==> config.mk <==
export PLATFORM = sky130hd
export DESIGN_NAME = spr_dma_engine_flat
export DESIGN_NICKNAME = d
export VERILOG_FILES = /design/src/rtl/spr_dma_engine_if.sv /design/src/rtl/spr_dma_engine.sv /design/src/flat_wrapper.sv
export SDC_FILE = /design/constraint.sdc
export NUM_CORES = 1
export LEC_CHECK = 0
export BUFFER_PORTS_ARGS = -buffer_cell sky130_fd_sc_hd__buf_2
export CAP_MARGIN = 40
export CORE_MARGIN = 4
export CORE_UTILIZATION = 45
export DETAILED_ROUTE_END_ITERATION = 10
export PLACE_DENSITY = 0.82
export SKIP_CTS_REPAIR_TIMING = 1
export SYNTH_ARGS = -nofsm -noshare
export SYNTH_HDL_FRONTEND = slang
export SYNTH_SLANG_ARGS = --single-unit
==> constraint.sdc <==
create_clock -name clk -period 3.7 [get_ports clk]
set_input_delay 0.555 -clock clk [delete_from_list [all_inputs] [get_ports clk]]
set_output_delay 0.555 -clock clk [all_outputs]
set_load 0.02 [all_outputs]
==> src/rtl/spr_dma_engine_if.sv <==
// Bus bundle between the sprite DMA engine, the CPU core and the memory subsystem.
// The slave side is the DMA engine; the master side is the surrounding system.
interface spr_dma_engine_if;
    logic [15:0] cpu_addr_out;
    logic [7:0]  cpu_data_out;
    logic        cpu_wen;
    logic        cpu_ren;
    logic [7:0]  cpu_data_in;
    logic        cpu_rdy;
    logic [15:0] mem_addr;
    logic [7:0]  mem_wdata;
    logic        mem_wen;
    logic        mem_ren;
    logic [7:0]  mem_rdata;

    modport master (
        output cpu_addr_out, cpu_data_out, cpu_wen, cpu_ren, mem_rdata,
        input  cpu_data_in, cpu_rdy, mem_addr, mem_wdata, mem_wen, mem_ren
    );

    modport slave (
        input  cpu_addr_out, cpu_data_out, cpu_wen, cpu_ren, mem_rdata,
        output cpu_data_in, cpu_rdy, mem_addr, mem_wdata, mem_wen, mem_ren
    );
endinterface

==> src/rtl/spr_dma_engine.sv <==
// Sprite DMA: a CPU write to DMA_REG_ADDR copies one 256-byte page into the
// SPR-RAM data register while the CPU is stalled; otherwise the bus passes through.
module spr_dma_engine #(
    parameter logic [15:0] DMA_REG_ADDR  = 16'h4014,
    parameter logic [15:0] OAM_DATA_ADDR = 16'h2004
) (
    input  logic             clk,
    input  logic             rst,
    spr_dma_engine_if.slave  bus,
    output logic             busy,
    output logic             dma_done
);

    typedef enum logic [1:0] {
        ST_IDLE  = 2'd0,
        ST_ALIGN = 2'd1,
        ST_READ  = 2'd2,
        ST_WRITE = 2'd3
    } state_e;

    state_e      state_q, state_d;
    logic [7:0]  page_q, page_d;
    logic [7:0]  idx_q, idx_d;
    logic [7:0]  data_q, data_d;
    logic        parity_q;
    logic        align_q, align_d;
    logic        done_q, done_d;

    logic [15:0] mem_addr_s;
    logic [7:0]  mem_wdata_s;
    logic        mem_wen_s;
    logic        mem_ren_s;
    logic [7:0]  cpu_data_in_s;
    logic        cpu_rdy_s;
    logic        busy_s;

    // State and datapath registers; parity free-runs to pick the ALIGN length.
    always_ff @(posedge clk) begin
        if (rst) begin
            state_q  <= ST_IDLE;
            page_q   <= 8'h00;
            idx_q    <= 8'h00;
            data_q   <= 8'h00;
            parity_q <= 1'b0;
            align_q  <= 1'b0;
            done_q   <= 1'b0;
        end else begin
            state_q  <= state_d;
            page_q   <= page_d;
            idx_q    <= idx_d;
            data_q   <= data_d;
            parity_q <= ~parity_q;
            align_q  <= align_d;
            done_q   <= done_d;
        end
    end

    // Next-state logic and bus steering for each phase of the transfer.
    always_comb begin
        state_d       = state_q;
        page_d        = page_q;
        idx_d         = idx_q;
        data_d        = data_q;
        align_d       = align_q;
        done_d        = 1'b0;
        mem_addr_s    = 16'h0000;
        mem_wdata_s   = 8'h00;
        mem_wen_s     = 1'b0;
        mem_ren_s     = 1'b0;
        cpu_data_in_s = 8'h00;
        cpu_rdy_s     = 1'b0;
        busy_s        = 1'b1;

        case (state_q)
            ST_IDLE: begin
                cpu_rdy_s     = 1'b1;
                busy_s        = 1'b0;
                mem_addr_s    = bus.cpu_addr_out;
                mem_wdata_s   = bus.cpu_data_out;
                mem_wen_s     = bus.cpu_wen;
                mem_ren_s     = bus.cpu_ren;
                cpu_data_in_s = bus.mem_rdata;
                if (bus.cpu_wen && (bus.cpu_addr_out == DMA_REG_ADDR)) begin
                    page_d  = bus.cpu_data_out;
                    idx_d   = 8'h00;
                    align_d = parity_q;
                    state_d = ST_ALIGN;
                end else begin
                    state_d = ST_IDLE;
                end
            end
            ST_ALIGN: begin
                // A trigger on an odd cycle spends one extra cycle here.
                if (align_q) begin
                    align_d = 1'b0;
                    state_d = ST_ALIGN;
                end else begin
                    state_d = ST_READ;
                end
            end
            ST_READ: begin
                mem_addr_s = {page_q, idx_q};
                mem_ren_s  = 1'b1;
                data_d     = bus.mem_rdata;
                state_d    = ST_WRITE;
            end
            ST_WRITE: begin
                mem_addr_s  = OAM_DATA_ADDR;
                mem_wdata_s = data_q;
                mem_wen_s   = 1'b1;
                idx_d       = idx_q + 8'd1;
                if (idx_q == 8'hFF) begin
                    state_d = ST_IDLE;
                    done_d  = 1'b1;
                end else begin
                    state_d = ST_READ;
                end
            end
            default: begin
                state_d = ST_IDLE;
            end
        endcase

        // Reset silences the bus immediately, so an aborted transfer emits no further strobes.
        if (rst) begin
            mem_addr_s    = 16'h0000;
            mem_wdata_s   = 8'h00;
            mem_wen_s     = 1'b0;
            mem_ren_s     = 1'b0;
            cpu_data_in_s = 8'h00;
            cpu_rdy_s     = 1'b1;
            busy_s        = 1'b0;
        end else begin
            busy_s        = busy_s;
        end
    end

    assign bus.mem_addr    = mem_addr_s;
    assign bus.mem_wdata   = mem_wdata_s;
    assign bus.mem_wen     = mem_wen_s;
    assign bus.mem_ren     = mem_ren_s;
    assign bus.cpu_data_in = cpu_data_in_s;
    assign bus.cpu_rdy     = cpu_rdy_s;
    assign busy            = busy_s;
    assign dma_done        = done_q & ~rst;

endmodule

==> src/flat_wrapper.sv <==
// flat-port wrapper written by rule: the top's interface ports become plain ports
module spr_dma_engine_flat 
#(
    parameter logic [15:0] DMA_REG_ADDR  = 16'h4014,
    parameter logic [15:0] OAM_DATA_ADDR = 16'h2004
)
  (clk, rst, busy, dma_done, bus_cpu_addr_out, bus_cpu_data_out, bus_cpu_wen, bus_cpu_ren, bus_mem_rdata, bus_cpu_data_in, bus_cpu_rdy, bus_mem_addr, bus_mem_wdata, bus_mem_wen, bus_mem_ren);
  spr_dma_engine_if bus_i ();
  input  logic clk;
  input  logic rst;
  output logic busy;
  output logic dma_done;
  input wire logic [$bits(bus_i.cpu_addr_out)-1:0] bus_cpu_addr_out;
  input wire logic [$bits(bus_i.cpu_data_out)-1:0] bus_cpu_data_out;
  input wire logic [$bits(bus_i.cpu_wen)-1:0] bus_cpu_wen;
  input wire logic [$bits(bus_i.cpu_ren)-1:0] bus_cpu_ren;
  input wire logic [$bits(bus_i.mem_rdata)-1:0] bus_mem_rdata;
  output wire logic [$bits(bus_i.cpu_data_in)-1:0] bus_cpu_data_in;
  output wire logic [$bits(bus_i.cpu_rdy)-1:0] bus_cpu_rdy;
  output wire logic [$bits(bus_i.mem_addr)-1:0] bus_mem_addr;
  output wire logic [$bits(bus_i.mem_wdata)-1:0] bus_mem_wdata;
  output wire logic [$bits(bus_i.mem_wen)-1:0] bus_mem_wen;
  output wire logic [$bits(bus_i.mem_ren)-1:0] bus_mem_ren;
  assign bus_i.cpu_addr_out = bus_cpu_addr_out;
  assign bus_i.cpu_data_out = bus_cpu_data_out;
  assign bus_i.cpu_wen = bus_cpu_wen;
  assign bus_i.cpu_ren = bus_cpu_ren;
  assign bus_i.mem_rdata = bus_mem_rdata;
  assign bus_cpu_data_in = bus_i.cpu_data_in;
  assign bus_cpu_rdy = bus_i.cpu_rdy;
  assign bus_mem_addr = bus_i.mem_addr;
  assign bus_mem_wdata = bus_i.mem_wdata;
  assign bus_mem_wen = bus_i.mem_wen;
  assign bus_mem_ren = bus_i.mem_ren;
  spr_dma_engine #(.DMA_REG_ADDR(DMA_REG_ADDR), .OAM_DATA_ADDR(OAM_DATA_ADDR)) u_core (.clk(clk), .rst(rst), .bus(bus_i), .busy(busy), .dma_done(dma_done));
endmodule
==> results.md, run 1 <==
| Group | Result | This run |
| --- | --- | --- |
| worst setup path | Critical Path End Type | output pin |
| drt | First-iteration detailed-routing DRC count | 117 |
| drt | Uppermost metal layer occupied by signal nets | met4 |
| clocking | Clock transition at the registers of the reported paths | 0.06 ns |
| die | Effective utilization at floorplan | 46.50% |
| drt | Routed met1 length | 2313 microns |
| placement | HPWL Detailed | 3790 microns |
| grt | Global-route total usage across every layer | 20.94% |
| drt | Met2 wire length | 2549 microns |
| die | I/O pin count | 73 |
| die | Height of the die | 72.06 microns |
| worst hold path | Hold-critical path depth | 1 |
| drt | Met3 routed WL | 339 microns |
| die | Width of the chip | 72.06 microns |
| worst setup path | Required time worst endpoint | 3.14 ns |
| yosys | Cell type with the highest aggregate area in the netlist | sky130_fd_sc_hd__dfxtp_1 |
| yosys | Cell types occupying the most area after synthesis | sky130_fd_sc_hd__dfxtp_1, sky130_fd_sc_hd__a22oi_1, sky130_fd_sc_hd__nor2_1 |
| power and ir drop | Leakage | 0.9799 nW |
| die | Core Footprint | 0.003971 sq mm |
| yosys | Warnings from Yosys | 0 |
| power and ir drop | Highest ir drop seen on vdd | 0.0002652 V |
| yosys | EDFF count, synth | 0 |
| yosys | Seq/Total Area, Yosys | 31.44% |
| sta | Number of hold violations in the final report | 0 |
| sta | RSZ-0062 raised after global routing | false |
| drt | Total detailed-routing wirelength | 5278 microns |
| yosys | Number of nets produced by synthesis | 288 |
| power and ir drop | Proportion of power drawn by combinational gates | 15.5% |
| yosys | Area share of the leading cell type in the synthesized netlist | 31.44% |
| placement | Post-Place Cells | 349 |
| drt | DRC errors left | 0 |
| power and ir drop | Part of the power in the clock network | 38.3% |
| yosys | Number of different library cells in the post-synthesis netlist | 34 |
| power and ir drop | Net switching fraction of the power | 26.14% |
| power and ir drop | Internal Dissipation | 500.9 uW |
| grt | First-pass GRT wire length | 8845 microns |
| power and ir drop | Power share of the sequential group | 46.2% |
| power and ir drop | Net Sw Power | 177.3 uW |
| drt | DRT antenna net count | 0 |
| placement | I/O Buffers | 72 |
| yosys | FF+latch count, synth | 29 |
| clocking | TritonCTS clock tree | built |
| power and ir drop | Power per standard cell area | 295.7 mW/mm^2 |
| worst hold path | Worst hold path type | reg2reg |
| grt | Antenna violations before repair | 0 |
| sta | Max Transition Viols Final | 0 |
| sta | Accumulated negative setup slack | 0 ns |
| sta | Final setup fails | 0 |
| grt | Maximum number of pins on one net before global-route repair | 37 |
| cells and area | Layout cells sized above 1 | 28.76% |
| die | DIE AREA | 0.005193 sq mm |
| yosys | Syn Area/Cell | 7.507 sq um |
| worst setup path | Type of the worst setup path | reg2out |
| sta | Maximum achievable frequency | 364.8 MHz |
| worst setup path | Setup crit start kind | register |
| grt | Number of global-route vias before repair | 1936 |
| sta | Tmin final | 2.741 ns |
| drt | Number of vias per cell after detailed routing | 5.801 |
| clocking | Clock root buffer | sky130_fd_sc_hd__clkbuf_8 |
| yosys | Commonest cells post-synth | sky130_fd_sc_hd__nor2_1, sky130_fd_sc_hd__dfxtp_1, sky130_fd_sc_hd__a22oi_1 |
| sta | Portion of the clock cycle consumed by the worst path in the final layout | 74.09% |
| drt | Via total after detailed routing | 2065 |
| yosys | Number of standard cells after synthesis | 246 |
| cells and area | Layout area overhead | 24.19% |
| run status | Run status | finished, final reports clean |
| clocking | Buffer levels on the longest clock path | 2 |
| clocking | Number of levels in the clock H-tree | 2 |
| worst setup path | Max FO, Critical Path | 21 |
| worst setup path | Data arrival at the endpoint of the critical path | 2.19 ns |
| die | Site Rows | 23 |
| grt | Total congestion overflow | 0 |
| clocking | Insertion delay to the later sink of the worst-skew pair | 0.27 ns |
| sta | Final clock skew | 0.001895 ns |
| worst setup path | Worst reg-to-reg setup slack | 1.24 ns |
| clocking | Total number of clock tree sinks | 29 |
| placement | Final weighted congestion of routability-driven global placement | 0.8394 |
| cells and area | Final instance count without filler cells | 356 |
| clocking | Number of CTS-inserted buffers | 5 |
| cells and area | Fin nets | 348 |
| sta | Relative slew slack | 40.34% |
| sta | Worst Hold Margin | 0.4181 ns |
| job | Number of max-capacitance violations reported | 0 |
| drt | Routed WL per cell | 14.83 microns |
| yosys | Most used flip-flop cell after synthesis | sky130_fd_sc_hd__dfxtp_1 |
| yosys | Share of synthesized flip-flops with an asynchronous set or reset | 0% |
| worst setup path | Worst-case reg-to-reg path depth | 6 |
| yosys | Post-Synthesis Cell Area | 0.001847 sq mm |
| yosys | Dominant cell by count in the synthesized netlist | sky130_fd_sc_hd__nor2_1 |
| drt | Drt first pass iters | 4 |
| sta | Worst-Margin Slew | 0.8949 ns |
| cells and area | N_diodes | 0 |
| cells and area | Layout fillers | 399 |
## path summary, 6_finish.rpt
path                startpoint                 end
max          u_core.state_q[1]  bus_cpu_data_in[0]
min            u_core.parity_q     u_core.parity_q
max reg2reg  u_core.state_q[1]     u_core.idx_q[0]
min reg2reg    u_core.parity_q     u_core.parity_q
## worst max-delay path: stages, from the launching register on
cell	delay [ns]
sky130_fd_sc_hd__dfxtp_1	0.33
sky130_fd_sc_hd__inv_1	0.10
sky130_fd_sc_hd__ha_1	0.62
sky130_fd_sc_hd__nor2b_1	0.49
sky130_fd_sc_hd__and2_1	0.21
sky130_fd_sc_hd__buf_2	0.16
## cell families after synthesis
kind of cell / share of synthesized area (%)
buffers and inverters: 5.826
AOI/OAI and AO/OA: 24.25
muxes: 6.098
and+or+nand+nor: 28.32
adders and majority gates: 4.065
DFF: 31.44
## flip-flops by register name, summed over array words and instances, names as in the netlist
name and cells:
u_core.done_q 1, u_core.page_q 8, u_core.parity_q 1, u_core.data_q 8
u_core.idx_q 8, u_core.state_q 2, u_core.align_q 1
## power groups by stage
stage	Clock, mW	Sequential (mW)	Combinational, mW
2_1_floorplan	0	0.320	0.0577
3_3_place_gp	0	0.320	0.104
3_5_place_dp	0	0.320	0.105
4_1_cts	0.265	0.313	0.105
5_1_grt	0.274	0.313	0.116
6_report	0.260	0.313	0.105
## metal layers
metal	GRT usage, %	vias up
met1	27.54	977
met3	4.155	11
met5	0	-
met2	35.19	76
met4	5.010	0
li1	-	1001
## cell type report
class	count	area [sq um]	share of cell area, %
multi-input combinational	189	1159	50.52
sequential	29	580.6	25.31
timing repair buffer	75	382.9	16.69
clock buffer	7	86.33	3.764
tap	50	62.56	2.728
inverter	6	22.52	0.9820
## cells in the final DEF (no fill, tap or decap), types with 5 or more instances in the layout
cell type                  synthesis  layout
sky130_fd_sc_hd__a21oi_1          15      15
sky130_fd_sc_hd__dfxtp_1          29      29
sky130_fd_sc_hd__o21ai_0           9       9
sky130_fd_sc_hd__buf_2             1      72
sky130_fd_sc_hd__nor2_1           44      44
sky130_fd_sc_hd__clkbuf_8          0       6
sky130_fd_sc_hd__nand3_1          11      11
sky130_fd_sc_hd__mux2i_1           9       9
sky130_fd_sc_hd__nor2b_1           7       7
sky130_fd_sc_hd__ha_1              6       6
sky130_fd_sc_hd__and2_1            9       9
sky130_fd_sc_hd__or2_2             5       5
sky130_fd_sc_hd__inv_1             6       6
sky130_fd_sc_hd__a31oi_1           9       9
sky130_fd_sc_hd__nand2_1           7       7
sky130_fd_sc_hd__a22oi_1          22      22
## metrics by stage
stage | power [mW] | setup WS, ns | utilization (%) | cell area [sq um]
finish | 0.6781 | 0.9586 | 57.75 | 2293
CTS | 0.6838 | 0.9280 | 57.75 | 2293
global route | 0.7033 | 0.6917 | 57.75 | 2293
floorplan | 0.3779 | 1.483 | - | 1847
detailed placement | 0.4252 | 1.027 | 55.58 | 2207
global placement | 0.4242 | 1.133 | 55.58 | 2207
Note: power is estimated with default switching activity, not from simulation.
==> run 2: changes to the inputs <==
- CORE_UTILIZATION: 45 -> 44
- PLACE_DENSITY: 0.82 -> 0.83
- clock period: 3.7 -> 2.4 ns (I/O delays scaled with it)
==> run 2 against run 1 <==
Against the previous run: die area increased by 2.0%; global-route usage down 0.91 points; total power increased by 52%; clock-buffer cell count fell by 1; sequential power is 54% higher; first-iteration DRC count up 53%; sequential share of layout area fell by 0.47 points; combinational power is 55% higher; sequential cell count did not move; non-clock buffer count grew 6; worst setup slack lost 0.80 ns; largest power group unchanged.
==> results.md, run 2 (synthesis results as in run 1) <==
| Group | Result | This run |
| --- | --- | --- |
| run status | Run status | finished, final reports clean |
| grt | Antenna violations before repair | 0 |
| drt | DRC errors left | 0 |
| clocking | Buffer levels on the longest clock path | 2 |
| die | Effective utilization at floorplan | 45.84% |
| drt | Total detailed-routing wirelength | 5229 microns |
| clocking | Number of CTS-inserted buffers | 5 |
| power and ir drop | Power share of the sequential group | 46.9% |
| drt | Via total after detailed routing | 2043 |
| job | Number of max-capacitance violations reported | 0 |
| sta | Maximum achievable frequency | 445.8 MHz |
| clocking | Insertion delay to the later sink of the worst-skew pair | 0.28 ns |
| placement | DP Area | 0.002252 sq mm |
| sta | Number of hold violations in the final report | 0 |
| sta | Tmin final | 2.243 ns |
| placement | I/O Buffers | 72 |
| cells and area | N_diodes | 0 |
| grt | Maximum number of pins on one net before global-route repair | 26 |
| clocking | Clock transition at the registers of the reported paths | 0.06 ns |
| power and ir drop | Net Sw Power | 282.9 uW |
| worst setup path | Type of the worst setup path | reg2out |
| cells and area | Biggest registers after layout | u_core.data_q: 8 flops, u_core.idx_q: 8 flops, u_core.page_q: 8 flops |
| die | Width of the chip | 72.79 microns |
| power and ir drop | Part of the power in the clock network | 37.2% |
| grt | GRT met3 Usage | 5.096% |
| worst setup path | Max FO, Critical Path | 18 |
| power and ir drop | Proportion of power drawn by combinational gates | 15.9% |
| cells and area | Commonest cells after routing, fill and taps aside | sky130_fd_sc_hd__buf_2, sky130_fd_sc_hd__nor2_1, sky130_fd_sc_hd__dfxtp_1 |
| sta | Worst-case setup margin in the final layout | 0.1567 ns |
| sta | Final setup fails | 0 |
| grt | First-pass GRT wire length | 8445 microns |
| grt | Most congested layer reported by global routing | met2 |
| cells and area | Fin nets | 354 |
| die | Site Rows | 23 |
| sta | RSZ-0062 raised after global routing | false |
| grt | Met1 GRT Util | 28.47% |
| clocking | Clock root buffer | sky130_fd_sc_hd__clkbuf_8 |
| worst hold path | Worst hold path type | in2reg |
| cells and area | Final instance area | 0.002337 sq mm |
| sta | Portion of the clock cycle consumed by the worst path in the final layout | 93.47% |
| drt | Routed WL per cell | 14.40 microns |
| clocking | TritonCTS clock tree | built |
| placement | HPWL Detailed | 3856 microns |
| cells and area | Layout cells sized above 1 | 30.67% |
| sta | Final clock skew | 0.006092 ns |
| power and ir drop | Net switching fraction of the power | 27.47% |
| placement | Worst-case setup slack after placement | 0.2804 ns |
| die | I/O pin count | 73 |
| sta | Worst Hold Margin | 0.3287 ns |
| power and ir drop | Leakage | 1.011 nW |
| clocking | Total number of clock tree sinks | 29 |
| cells and area | Share of the core filled with cells | 58.01% |
| cells and area | Most common library cell in the layout ignoring fill and taps | sky130_fd_sc_hd__buf_2 |
| sta | Worst-Margin Slew | 0.6099 ns |
| drt | Number of vias per cell after detailed routing | 5.628 |
| sta | Accumulated negative setup slack | 0 ns |
| die | Core Footprint | 0.004029 sq mm |
| sta | Relative slew slack | 59.34% |
| drt | Drt first pass iters | 5 |
| die | DIE AREA | 0.005298 sq mm |
| grt | Global-route total usage across every layer | 20.02% |
| worst setup path | Critical Path End Type | output pin |
| drt | DRT antenna net count | 0 |
| cells and area | Layout area overhead | 26.56% |
| sta | Max Transition Viols Final | 0 |
| power and ir drop | Internal Dissipation | 747.0 uW |
| drt | First-iteration detailed-routing DRC count | 179 |
| die | Height of the die | 72.79 microns |
| worst setup path | Setup crit start kind | register |
| grt | Total congestion overflow | 0 |
| grt | Number of global-route vias before repair | 1814 |
| worst setup path | Data arrival at the endpoint of the critical path | 1.88 ns |
| power and ir drop | Highest ir drop seen on vdd | 0.0003394 V |
| power and ir drop | Power per standard cell area | 440.6 mW/mm^2 |
| clocking | Number of levels in the clock H-tree | 2 |
| placement | Final weighted congestion of routability-driven global placement | 0.8728 |
| worst setup path | Required time worst endpoint | 2.04 ns |
| grt | Grt met2 use | 30.46% |
==> run 2: per-stage QoR <==
| stage | instances | total power, mW |
|---|---|---|
| global route | 363 | 1.078 |
| detailed placement | 355 | 0.6572 |
| CTS | 363 | 1.033 |
| floorplan | 246 | 0.5825 |
| global placement | 355 | 0.6562 |
| finish | 363 | 1.030 |
==> run 2: cell type report <==
class | count | area [sq um]
Inverter | 6 | 22.52
Clock buffer | 6 | 72.57
Fill cell | 384 | 1692
Tap cell | 50 | 62.56
Multi-Input combinational cell | 189 | 1161
Clock inverter | 2 | 10.01
Timing Repair Buffer | 81 | 427.9
Sequential cell | 29 | 580.6
==> run 2: per-layer routing <==
| layer | share of wire [%] | wire length, microns |
|---|---|---|
| met5 | 0 | 0 |
| met4 | 0.75 | 39 |
| met3 | 7.7 | 403 |
| met2 | 48 | 2508 |
| met1 | 44 | 2278 |
==> run 2: critical path, cell delays in order (launching register included) <==
cell and delay (ns):
sky130_fd_sc_hd__dfxtp_1 0.33, sky130_fd_sc_hd__inv_1 0.08, sky130_fd_sc_hd__ha_1 0.42, sky130_fd_sc_hd__buf_4 0.35
sky130_fd_sc_hd__a22oi_1 0.13, sky130_fd_sc_hd__nor2_1 0.11, sky130_fd_sc_hd__buf_2 0.18
==> run 2: power by group through the flow <==
stage               clock network, mW  registers [mW]  logic (mW)
floorplan                           0           0.494      0.0889
global placement                    0           0.494       0.163
detailed placement                  0           0.494       0.163
CTS                             0.386           0.483       0.164
global route                    0.417           0.483       0.178
finish                          0.383           0.483       0.163
==> run 2: final timing paths <==
path	from	to	slack, ns	depth (start not counted)
max	u_core.state_q[0]	bus_mem_addr[15]	0.16	6
min	bus_mem_rdata[6]	u_core.data_q[6]	0.33	3
max reg2reg	u_core.state_q[0]	u_core.idx_q[5]	0.42	5
min reg2reg	u_core.parity_q	u_core.parity_q	0.43	1
==> run 3: changes to the inputs <==
- CELL_PAD_IN_SITES_DETAIL_PLACEMENT: default -> 0
- CELL_PAD_IN_SITES_GLOBAL_PLACEMENT: default -> 1
- CORE_UTILIZATION: 44 -> 30
- PLACE_DENSITY: 0.83 -> 0.82
==> run 3 against run 2 <==
Against the previous run: critical path depth is the same; via count fell by 0.15%; first-iteration DRC count increased by 30%; global-route usage fell by 4.0 points; register-to-register slack barely moved; utilization down 17 points; sequential cell count stayed put; routed wire length increased by 11%; combinational power about the same; non-clock buffer count rose by 2; sequential share of layout area fell by 0.88 points; largest cell class unchanged.
==> results.md, run 3 (synthesis results as in run 1) <==
| Group | Result | This run |
| --- | --- | --- |
| run status | Run status | finished, final reports clean |
| cells and area | Layout fillers | 642 |
| worst setup path | Endpoint of the most critical register-to-register path | u_core.idx_q[3] |
| sta | Maximum achievable frequency | 471.8 MHz |
| job | Number of max-capacitance violations reported | 0 |
| worst setup path | Type of the worst setup path | reg2out |
| worst setup path | End of the critical path | busy |
| worst setup path | CP Buf/Inv Count | 4 |
| worst setup path | Largest stage delay, worst path | 0.38 ns |
| cells and area | Layout cells sized above 1 | 31.75% |
| drt | DRC errors left | 0 |
| die | Height of the die | 86.46 microns |
| sta | Portion of the clock cycle consumed by the worst path in the final layout | 88.32% |
| worst setup path | Data arrival at the endpoint of the critical path | 1.76 ns |
| sta | Number of hold violations in the final report | 0 |
| die | I/O pin count | 73 |
| sta | Max Transition Viols Final | 0 |
| sta | Accumulated negative setup slack | 0 ns |
| worst setup path | Beginning of the critical path | u_core.state_q[0] |
| grt | Number of global-route vias before repair | 1833 |
| sta | Final setup fails | 0 |
| power and ir drop | Leakage | 1.032 nW |
| sta | Final clock skew | 0.004216 ns |
| power and ir drop | Final Total Pwr | 1.186 mW |
| sta | Worst-Margin Slew | 0.5339 ns |
| placement | I/O Buffers | 72 |
| drt | Via total after detailed routing | 2040 |
| drt | Drt first pass iters | 4 |
| grt | Total congestion overflow | 0 |
| cells and area | Most common library cell in the layout ignoring fill and taps | sky130_fd_sc_hd__buf_2 |
| worst hold path | Worst hold path type | in2reg |
| worst setup path | Most common cell type on the critical path | sky130_fd_sc_hd__inv_1 |
| worst setup path | Critical Path End Type | output pin |
| sta | Tmin final | 2.120 ns |
| worst setup path | Max FO, Critical Path | 10 |
| die | DIE AREA | 0.007475 sq mm |
| worst setup path | Reg2Reg Launch Point | u_core.state_q[0] |
| worst setup path | Crit path max-delay family | buffers and inverters |
| grt | Global-route total usage across every layer | 15.98% |
| clocking | Insertion delay to the later sink of the worst-skew pair | 0.28 ns |
| drt | Routed WL per cell | 14.87 microns |
| sta | RSZ-0062 raised after global routing | false |
| clocking | Buffer levels on the longest clock path | 2 |
| clocking | Number of CTS-inserted buffers | 5 |
| sta | Relative slew slack | 64.09% |
| clocking | Clock transition at the registers of the reported paths | 0.07 ns |
| drt | DRT antenna net count | 0 |
| worst setup path | Setup crit start kind | register |
| worst setup path | Worst-case reg-to-reg path depth | 6 |
| clocking | Number of levels in the clock H-tree | 2 |
| drt | Total detailed-routing wirelength | 5800 microns |
| grt | First-pass GRT wire length | 9411 microns |
| placement | Final weighted congestion of routability-driven global placement | 0.8754 |
| die | Site Rows | 28 |
| die | Core Footprint | 0.005956 sq mm |
| clocking | Clock root buffer | sky130_fd_sc_hd__clkbuf_8 |
| worst setup path | Worst reg-to-reg setup slack | 0.42 ns |
| clocking | Total number of clock tree sinks | 29 |
| power and ir drop | Highest ir drop seen on vdd | 0.0004414 V |
| worst setup path | Required time worst endpoint | 2.04 ns |
| drt | Number of vias per cell after detailed routing | 5.231 |
| die | Width of the chip | 86.46 microns |
| placement | HPWL Detailed | 4323 microns |
| drt | First-iteration detailed-routing DRC count | 232 |
| cells and area | Layout area overhead | 31.23% |
| worst setup path | Cell with the largest stage delay on the worst path | sky130_fd_sc_hd__dfxtp_1 |
| worst setup path | Stages on the worst setup path | 6 |
| cells and area | Commonest cells after routing, fill and taps aside | sky130_fd_sc_hd__buf_2, sky130_fd_sc_hd__nor2_1, sky130_fd_sc_hd__dfxtp_1 |
| grt | Antenna violations before repair | 0 |
| grt | Maximum number of pins on one net before global-route repair | 20 |
| cells and area | Biggest registers after layout | u_core.data_q: 8 flops, u_core.idx_q: 8 flops, u_core.page_q: 8 flops |
| die | Effective utilization at floorplan | 31.01% |
| clocking | TritonCTS clock tree | built |
| worst setup path | Critical path cell sequence | inv_1 > ha_1 > buf_4 > or2_2 > inv_1 > buf_2 |
| power and ir drop | Power per standard cell area | 489.4 mW/mm^2 |
| cells and area | Fin nets | 356 |
| cells and area | N_diodes | 0 |
-- run 3: cell type report --
class	count	area, sq um	area share (%)
multi-input combinational	189	1164	48.01
sequential	29	580.6	23.95
timing repair buffer	83	442.9	18.28
tap	75	93.84	3.872
clock buffer	6	82.58	3.407
clock inverter	2	37.54	1.549
inverter	6	22.52	0.9293
-- run 3: tightest hold or removal path, cell delays in order --
cell and delay [ns]:
sky130_fd_sc_hd__buf_2 0.08, sky130_fd_sc_hd__mux2i_1 0.06, sky130_fd_sc_hd__nor2_1 0.07
-- run 3: worst min path at each step --
stage                              startpoint                to  slack [ns]  cells after the start
after global routing      bus_cpu_data_out[2]  u_core.page_q[2]        0.33                      3
after floorplan               u_core.parity_q   u_core.parity_q        0.39                      1
after detailed placement      u_core.parity_q   u_core.parity_q        0.40                      1
after global placement        u_core.parity_q   u_core.parity_q        0.40                      1
final                        bus_mem_rdata[0]  u_core.data_q[0]        0.32                      3
after CTS                    bus_mem_rdata[0]  u_core.data_q[0]        0.31                      3
-- run 3: stage by stage --
stage	hold slack, ns	cell area [sq um]	setup slack (ns)	cells	util [%]
4_1_cts	0.3074	2419	0.1004	390	40.61
6_report	0.3188	2424	0.2804	390	40.69
2_1_floorplan	0.3862	1847	0.3784	246	-
3_5_place_dp	0.4023	2298	0.3059	382	38.59
3_3_place_gp	0.3967	2298	0.3725	382	38.59
5_1_grt	0.3349	2424	0.1756	390	40.69
-- run 3: where the power goes --
part | total, mW | internal, mW | leakage, nW | switching (mW)
Sequential | 0.483 | 0.482 | 0.234 | 0.000638
Combinational | 0.166 | 0.0643 | 0.741 | 0.102
Clock | 0.537 | 0.337 | 0.0574 | 0.200
-- run 3: routing by layer --
| layer | global-route usage (%) | wire length [microns] | vias up |
|---|---|---|---|
| met1 | 23.55 | 2766 | 947 |
| met3 | 3.422 | 409 | 2 |
| met2 | 23.44 | 2597 | 73 |
| met5 | 0 | 0 | - |
| met4 | 4.249 | 27 | 0 |
| li1 | - | - | 1018 |
